File: src/rtl/wshb_rr_arbiter.sv
// wshb_rr_arbiter
// Round-robin Wishbone arbiter. It shares one Wishbone master port (s_*)
// between N requesting masters (m_*). Once a master wins, the grant is held
// for its whole bus cycle (m_cyc high). Priority rotates to the index after
// the previous owner. If the owner stalls for TIMEOUT consecutive cycles,
// its cycle is aborted with a one-cycle m_err pulse.
//
// Ports
//   clk, rst_n             : clock, asynchronous active-low reset
//   m_cyc/m_stb/m_we [N]   : requester cycle, strobe and write-enable
//   m_adr/m_sel/m_dat_ms   : requester address, byte selects and write data
//                            (packed; master i occupies slice i)
//   m_cti/m_bte            : requester burst tags (packed)
//   m_ack [N]              : s_ack routed to the current owner only
//   m_err [N]              : one-cycle timeout abort pulse to the owner
//   m_dat_sm               : read data, broadcast to all masters
//   s_*                    : shared port; all zero while nothing is granted
//   s_ack, s_dat_sm        : shared port ack and read data
//   gnt [N]                : registered one-hot grant, or all zero
//   busy                   : high whenever the arbiter is not idle
module wshb_rr_arbiter #(
  parameter int unsigned N       = 2,
  parameter int unsigned AW      = 32,
  parameter int unsigned DW      = 32,
  parameter int unsigned TIMEOUT = 255
) (
  input  logic              clk,
  input  logic              rst_n,
  input  logic [N-1:0]      m_cyc,
  input  logic [N-1:0]      m_stb,
  input  logic [N-1:0]      m_we,
  input  logic [N*AW-1:0]   m_adr,
  input  logic [N*DW/8-1:0] m_sel,
  input  logic [N*DW-1:0]   m_dat_ms,
  input  logic [N*3-1:0]    m_cti,
  input  logic [N*2-1:0]    m_bte,
  output logic [N-1:0]      m_ack,
  output logic [N-1:0]      m_err,
  output logic [DW-1:0]     m_dat_sm,
  output logic              s_cyc,
  output logic              s_stb,
  output logic              s_we,
  output logic [AW-1:0]     s_adr,
  output logic [DW/8-1:0]   s_sel,
  output logic [DW-1:0]     s_dat_ms,
  output logic [2:0]        s_cti,
  output logic [1:0]        s_bte,
  input  logic              s_ack,
  input  logic [DW-1:0]     s_dat_sm,
  output logic [N-1:0]      gnt,
  output logic              busy
);

  localparam int unsigned PW   = (N > 1) ? $clog2(N) : 1;
  localparam int unsigned TW   = (TIMEOUT > 1) ? $clog2(TIMEOUT + 1) : 1;
  localparam int unsigned TLIM = (TIMEOUT == 0) ? 0 : TIMEOUT - 1;
  localparam int unsigned SW   = DW / 8;

  typedef enum logic [1:0] {IDLE, OWN, ABORT} state_e;

  state_e         state_q, state_d;
  logic [N-1:0]   gnt_q, gnt_d;
  logic [PW-1:0]  ptr_q, ptr_d;
  logic [TW-1:0]  tcnt_q, tcnt_d;
  logic [N-1:0]   m_err_q, m_err_d;

  logic [PW-1:0]  own_idx;
  logic [PW-1:0]  next_ptr;
  logic           own_cyc;
  logic           own_stb;
  logic           stalled;
  logic [N-1:0]   handover;

  function automatic logic [N-1:0] first_one(input logic [N-1:0] v);
    logic [N-1:0] r;
    r = '0;
    for (int unsigned i = 0; i < N; i++) begin
      if (v[i] && (r == '0)) r[i] = 1'b1;
    end
    return r;
  endfunction

  // Lowest requester at or above start, otherwise wrap to the lowest overall:
  // equivalent to scanning start, start+1, ... modulo N.
  function automatic logic [N-1:0] rr_pick(input logic [N-1:0] req,
                                           input logic [PW-1:0] start);
    logic [N-1:0] upper;
    upper = '0;
    for (int unsigned i = 0; i < N; i++) begin
      upper[i] = req[i] && (i >= 32'(start));
    end
    return (upper != '0) ? first_one(upper) : first_one(req);
  endfunction

  always_comb begin
    own_idx = '0;
    for (int unsigned i = 0; i < N; i++) begin
      if (gnt_q[i]) own_idx = PW'(i);
    end
  end

  assign next_ptr = (own_idx == PW'(N - 1)) ? '0 : own_idx + PW'(1);
  assign own_cyc  = |(m_cyc & gnt_q);
  assign own_stb  = |(m_stb & gnt_q);
  assign stalled  = s_stb && !s_ack;
  // Back-to-back hand-over: the releasing owner is excluded and comes last.
  assign handover = rr_pick(m_cyc & ~gnt_q, next_ptr);

  // State register
  always_ff @(posedge clk or negedge rst_n) begin
    if (!rst_n) begin
      state_q <= IDLE;
      gnt_q   <= '0;
      ptr_q   <= '0;
      tcnt_q  <= '0;
      m_err_q <= '0;
    end else begin
      state_q <= state_d;
      gnt_q   <= gnt_d;
      ptr_q   <= ptr_d;
      tcnt_q  <= tcnt_d;
      m_err_q <= m_err_d;
    end
  end

  // Next-state logic
  always_comb begin
    state_d = state_q;
    gnt_d   = gnt_q;
    ptr_d   = ptr_q;
    tcnt_d  = '0;
    m_err_d = '0;
    unique case (state_q)
      IDLE: begin
        if (|m_cyc) begin
          gnt_d   = rr_pick(m_cyc, ptr_q);
          state_d = OWN;
        end
      end
      OWN: begin
        if (!own_cyc) begin
          ptr_d = next_ptr;
          gnt_d = handover;
          if (handover == '0) state_d = IDLE;
        end else if (stalled) begin
          if ((TIMEOUT != 0) && (32'(tcnt_q) == TLIM)) begin
            m_err_d = gnt_q;
            state_d = ABORT;
          end else begin
            tcnt_d = tcnt_q + TW'(1);
          end
        end
      end
      ABORT: begin
        if (!own_cyc) begin
          ptr_d   = next_ptr;
          gnt_d   = '0;
          state_d = IDLE;
        end
      end
      default: begin
        state_d = IDLE;
        gnt_d   = '0;
      end
    endcase
  end

  // Outputs
  always_comb begin
    s_cyc    = (state_q == OWN) && own_cyc;
    s_stb    = (state_q == OWN) && own_cyc && own_stb;
    m_ack    = (state_q == OWN) ? (gnt_q & {N{s_ack}}) : '0;
    s_we     = 1'b0;
    s_adr    = '0;
    s_sel    = '0;
    s_dat_ms = '0;
    s_cti    = '0;
    s_bte    = '0;
    for (int unsigned i = 0; i < N; i++) begin
      s_we     = s_we     | (m_we[i] & gnt_q[i]);
      s_adr    = s_adr    | (m_adr[i*AW +: AW]    & {AW{gnt_q[i]}});
      s_sel    = s_sel    | (m_sel[i*SW +: SW]    & {SW{gnt_q[i]}});
      s_dat_ms = s_dat_ms | (m_dat_ms[i*DW +: DW] & {DW{gnt_q[i]}});
      s_cti    = s_cti    | (m_cti[i*3 +: 3]      & {3{gnt_q[i]}});
      s_bte    = s_bte    | (m_bte[i*2 +: 2]      & {2{gnt_q[i]}});
    end
  end

  assign m_dat_sm = s_dat_sm;
  assign m_err    = m_err_q;
  assign gnt      = gnt_q;
  assign busy     = (state_q != IDLE);

endmodule

File: config.mk
export PLATFORM = sky130hd
export DESIGN_NAME = wshb_rr_arbiter
export DESIGN_NICKNAME = d
export VERILOG_FILES = /design/src/rtl/wshb_rr_arbiter.sv
export SDC_FILE = /design/constraint.sdc
export NUM_CORES = 1
export LEC_CHECK = 0
export ABC_AREA = 1
export CAP_MARGIN = 30
export CORE_AREA = 2 2 118 120
export CTS_CLUSTER_SIZE = 14
export DETAILED_ROUTE_END_ITERATION = 7
export DIE_AREA = 0 0 120 122
export DONT_BUFFER_PORTS = 1
export PLACE_DENSITY = 0.32
export SLEW_MARGIN = 20
export SYNTH_ARGS = -nofsm -noshare
export SYNTH_HDL_FRONTEND = slang
export SYNTH_SLANG_ARGS = --single-unit
File: constraint.sdc
create_clock -name clk -period 3.39 [get_ports clk]
set_input_delay 0.678 -clock clk [delete_from_list [all_inputs] [get_ports clk]]
set_output_delay 0.678 -clock clk [all_outputs]
set_load 0.01 [all_outputs]
==> impl_table.tex <==
\begin{tabular}{lr}
\hline
Metric & Value \\
\hline
\multicolumn{2}{l}{\textbf{Setup path}} \\
\quad Arrival time worst endpoint & 1.78 ns \\
\quad Critical path fanouts, max & 51 \\
\quad Critical path type & flop to output pin \\
\quad Chain of cells forming the critical path & buf\_12 -> inv\_1 -> nor3\_1 \\
\quad Critical Path End Type & output pin \\
\quad Max incr delay on CP & 0.75 ns \\
\quad Crit path max-delay cell type & sky130\_fd\_sc\_hd\_\_dfrtp\_2 \\
\quad Critical path startpoint category & flop \\
\quad Setup slack, reg-to-reg & 1.57 ns \\
\quad Required time at the worst-slack endpoint & 2.71 ns \\
\multicolumn{2}{l}{\textbf{Final layout}} \\
\quad Number of nets in the layout & 379 \\
\quad Combined flip-flop and latch cell area & 378 µm² \\
\quad Area occupied by multi-input gates & 1170 µm² \\
\quad Layout cells sized above 1 & 12.9\% \\
\quad Most common cell after layout, fill and taps aside & sky130\_fd\_sc\_hd\_\_a22o\_1 \\
\quad Fill cell instance count of the final layout & 1,542 \\
\quad Area Overhead vs Synth & 0.456\% \\
\quad Antenna Diode Count & 0 \\
\quad Most used cells in the layout excluding fill and tap cells & sky130\_fd\_sc\_hd\_\_a22o\_1 (74), sky130\_fd\_sc\_hd\_\_nand2\_1 (23), sky130\_fd\_sc\_hd\_\_dfrtp\_1 (13), sky130\_fd\_sc\_hd\_\_inv\_1 (11), sky130\_fd\_sc\_hd\_\_nor2\_1 (10) \\
\multicolumn{2}{l}{\textbf{Placement}} \\
\quad I/O Buffers & 0 \\
\quad Final HPWL from detailed placement & 8.34 mm \\
\quad RD Place Congestion & 0.775 \\
\multicolumn{2}{l}{\textbf{Clocking}} \\
\quad Sink Count & 15 \\
\quad \# Post-CTS Setup Buffers & 0 \\
\quad Number of buffers created by CTS & 3 \\
\quad Root buffer cell & sky130\_fd\_sc\_hd\_\_clkbuf\_16 \\
\quad Clk\_lat worst skew & 0.24 ns \\
\quad H-tree levels & 1 \\
\quad Clock slew at the register clock pins of the worst setup and hold paths & 0.05 ns \\
\quad Number of hold-repair buffers added at the cts stage & 0 \\
\quad Number of buffers between clock root and the deepest sink & 2 \\
\quad Clock tree from TritonCTS & built \\
\quad Number of instances resized during post-cts repair & 0 \\
\multicolumn{2}{l}{\textbf{Synth}} \\
\quad Post-synth cell types & 26 \\
\quad Synthesis-stage register bit count & 15 \\
\quad Synthesized cell area & 1920 µm² \\
\quad Synth top area cells & sky130\_fd\_sc\_hd\_\_a22o\_1 (34\%), sky130\_fd\_sc\_hd\_\_dfrtp\_1 (20\%), sky130\_fd\_sc\_hd\_\_buf\_4 (13\%) \\
\quad Area fraction of the dominant cell type after synthesis & 33.8\% \\
\quad Yosys top cell by area & sky130\_fd\_sc\_hd\_\_a22o\_1 \\
\quad Mapped Cells & 230 \\
\quad Fraction of the yosys area taken by sequential cells & 19.6\% \\
\quad Synth Warn \# & 0 \\
\quad Number of nets in the synthesized netlist & 422 \\
\quad Post-Syn Area per Cell & 8.34 µm² \\
\multicolumn{2}{l}{\textbf{Detailed routing}} \\
\quad DRC errors left & 0 \\
\quad Number of antenna-violating nets in the routed design & 0 \\
\quad Post-detailed-route wirelength per cell & 26.3 µm \\
\quad Via density & 4.47 \\
\quad Number of DRC markers after the initial detailed-route iteration & 111 \\
\quad Total wire length after detailed routing & 9.63 mm \\
\quad First-pass detailed-route iteration total & 4 \\
\quad Total vias in the final route & 1,637 \\
\multicolumn{2}{l}{\textbf{Timing}} \\
\quad Setup TNS & 0 ns \\
\quad Number of hold violations in the final report & 0 \\
\quad Unrepaired setup endpoints after global routing & no \\
\quad Final critical-path share of the clock period & 72.4\% \\
\quad \# setup viols final & 0 \\
\quad Transition time at the pin with the least slew margin & 0.765 ns \\
\quad Worst Clk Skew & 0.00346 ns \\
\quad Headroom to the max-slew limit & 49.0\% \\
\quad Crit path time final & 2.45 ns \\
\quad Slew Viols, Final & 0 \\
\quad Fmax & 0.407 GHz \\
\multicolumn{2}{l}{\textbf{Floorplan}} \\
\quad Die Span Y & 122 µm \\
\quad Overall die area & 14,600 µm² \\
\quad Effective utilization at floorplan & 14.2\% \\
\quad Ports & 302 \\
\quad Std-Cell Rows & 43 \\
\quad Core Area & 13,500 µm² \\
\quad Die W & 120 µm \\
\multicolumn{2}{l}{\textbf{GRT}} \\
\quad Wire length of the first global-routing pass & 11.7 mm \\
\quad Number of antenna violations at the first check in global routing & 0 \\
\quad Vias in the first global route & 1,497 \\
\quad GRT Total Usage & 11.3\% \\
\quad Maximum number of pins on one net before global-route repair & 52 \\
\quad Residual overflow from global routing & 0 \\
\multicolumn{2}{l}{\textbf{Run status}} \\
\quad Result of the run & finished clean \\
\multicolumn{2}{l}{\textbf{Pwr}} \\
\quad Switching Fraction & 54.7\% \\
\quad Peak VDD IR & 283 µV \\
\quad Combinational group share of total power & 65.1\% \\
\quad Sequential power share & 20.6\% \\
\quad Pwr Density & 824 nW/µm² \\
\quad Net load switching power & 0.869 mW \\
\quad Leak Pwr & 0.774 nW \\
\quad Post-layout power & 1.59 mW \\
\quad Internal cell power & 0.721 mW \\
\quad Share of total power in the clock network & 14.3\% \\
\multicolumn{2}{l}{\textbf{Run}} \\
\quad Count of max-cap constraint violations & 0 \\
\multicolumn{2}{l}{\textbf{Hold path}} \\
\quad Worst min path class & input pin to async pin \\
\hline
\end{tabular}
registers in the layout (all words and copies together), names as in the netlist:
name     flops
gnt          2
m_err        2
ptr_q        1
state_q      2
tcnt_q       8
logic make-up after synthesis:
family,Yosys count,synth area share [%]
fa+ha+maj,5,3.26
buf+inv,62,19.5
simple gates,62,19.4
xor+xnor,3,1.37
compound gates,83,36.9
flops,15,19.6
synth_stat cells:
library cell               number
sky130_fd_sc_hd__a22o_1        74
sky130_fd_sc_hd__buf_4         33
sky130_fd_sc_hd__nand2_1       23
sky130_fd_sc_hd__dfrtp_1       15
sky130_fd_sc_hd__buf_2         14
sky130_fd_sc_hd__inv_1         11
sky130_fd_sc_hd__nor2_1        10
sky130_fd_sc_hd__nor3_1         6
sky130_fd_sc_hd__o21ai_0        6
sky130_fd_sc_hd__ha_1           5
sky130_fd_sc_hd__nand2_4        5
sky130_fd_sc_hd__nand3_1        5
sky130_fd_sc_hd__clkbuf_1       4
sky130_fd_sc_hd__nand4_1        4
sky130_fd_sc_hd__nor3b_2        3
sky130_fd_sc_hd__xor2_1         2
sky130_fd_sc_hd__a21oi_1        1
sky130_fd_sc_hd__a21oi_4        1
sky130_fd_sc_hd__nand2_2        1
sky130_fd_sc_hd__nand3_2        1
sky130_fd_sc_hd__nand3_4        1
sky130_fd_sc_hd__nor2_4         1
sky130_fd_sc_hd__nor2_8         1
sky130_fd_sc_hd__nor3_2         1
sky130_fd_sc_hd__o21ai_2        1
sky130_fd_sc_hd__xnor2_1        1
critical path: cells and delay by family, from the launching register on:
kind                   cells  cell delay (ns)
buffers and inverters      2             0.39
flip-flops                 1             0.75
AND/OR/NAND/NOR            1             0.36
power groups by stage:
stage	Sequential (mW)	Combinational (mW)	Clock (mW)
2_1_floorplan	0.225	0.966	0
3_3_place_gp	0.327	1.04	0
3_5_place_dp	0.334	1.04	0
4_1_cts	0.332	1.05	0.233
5_1_grt	0.346	1.13	0.243
6_report	0.328	1.03	0.227
per-layer routing:
layer	track usage (%)	part of all wire [%]
met1	13.4	36
met2	16.0	43
met3	9.60	21
met4	0.882	0.31
met5	0	0
worst paths after layout:
kind	startpoint	endpoint	cells past startpoint
setup / recovery	gnt[0]$_DFFE_PN0P_	m_ack[0]	3
hold / removal	rst_n	state_q[0]$_DFFE_PN0P_	0
setup reg to reg	gnt[1]$_DFFE_PN0P_	m_err[1]$_DFF_PN0_	6
hold reg to reg	ptr_q$_DFFE_PN0P_	ptr_q$_DFFE_PN0P_	2
max in group asynchronous	rst_n	gnt[1]$_DFFE_PN0P_	0
min in group clk	ptr_q$_DFFE_PN0P_	ptr_q$_DFFE_PN0P_	2
area by class of cell:
type                       instances  area share [%]
timing repair buffer               3            1.82
sequential                        15            19.6
tap                              180            11.7
clock buffer                       4            4.09
multi-input combinational        153            60.7
inverter                          11            2.14
per-stage QoR:
stage / setup slack, ns / utilization [%] / area [µm²] / instances / hold WS (ns)
finish: 0.936 / 14.3 / 1930 / 366 / 0.130
global route: 0.795 / 14.3 / 1930 / 366 / 0.120
CTS: 0.890 / 14.3 / 1930 / 366 / 0.126
detailed placement: 1.16 / 13.7 / 1850 / 362 / 0.383
global placement: 1.24 / 13.7 / 1850 / 362 / 0.383
floorplan: 1.59 / - / 1920 / 230 / 0.382
Power figures use the tool's default switching activity.
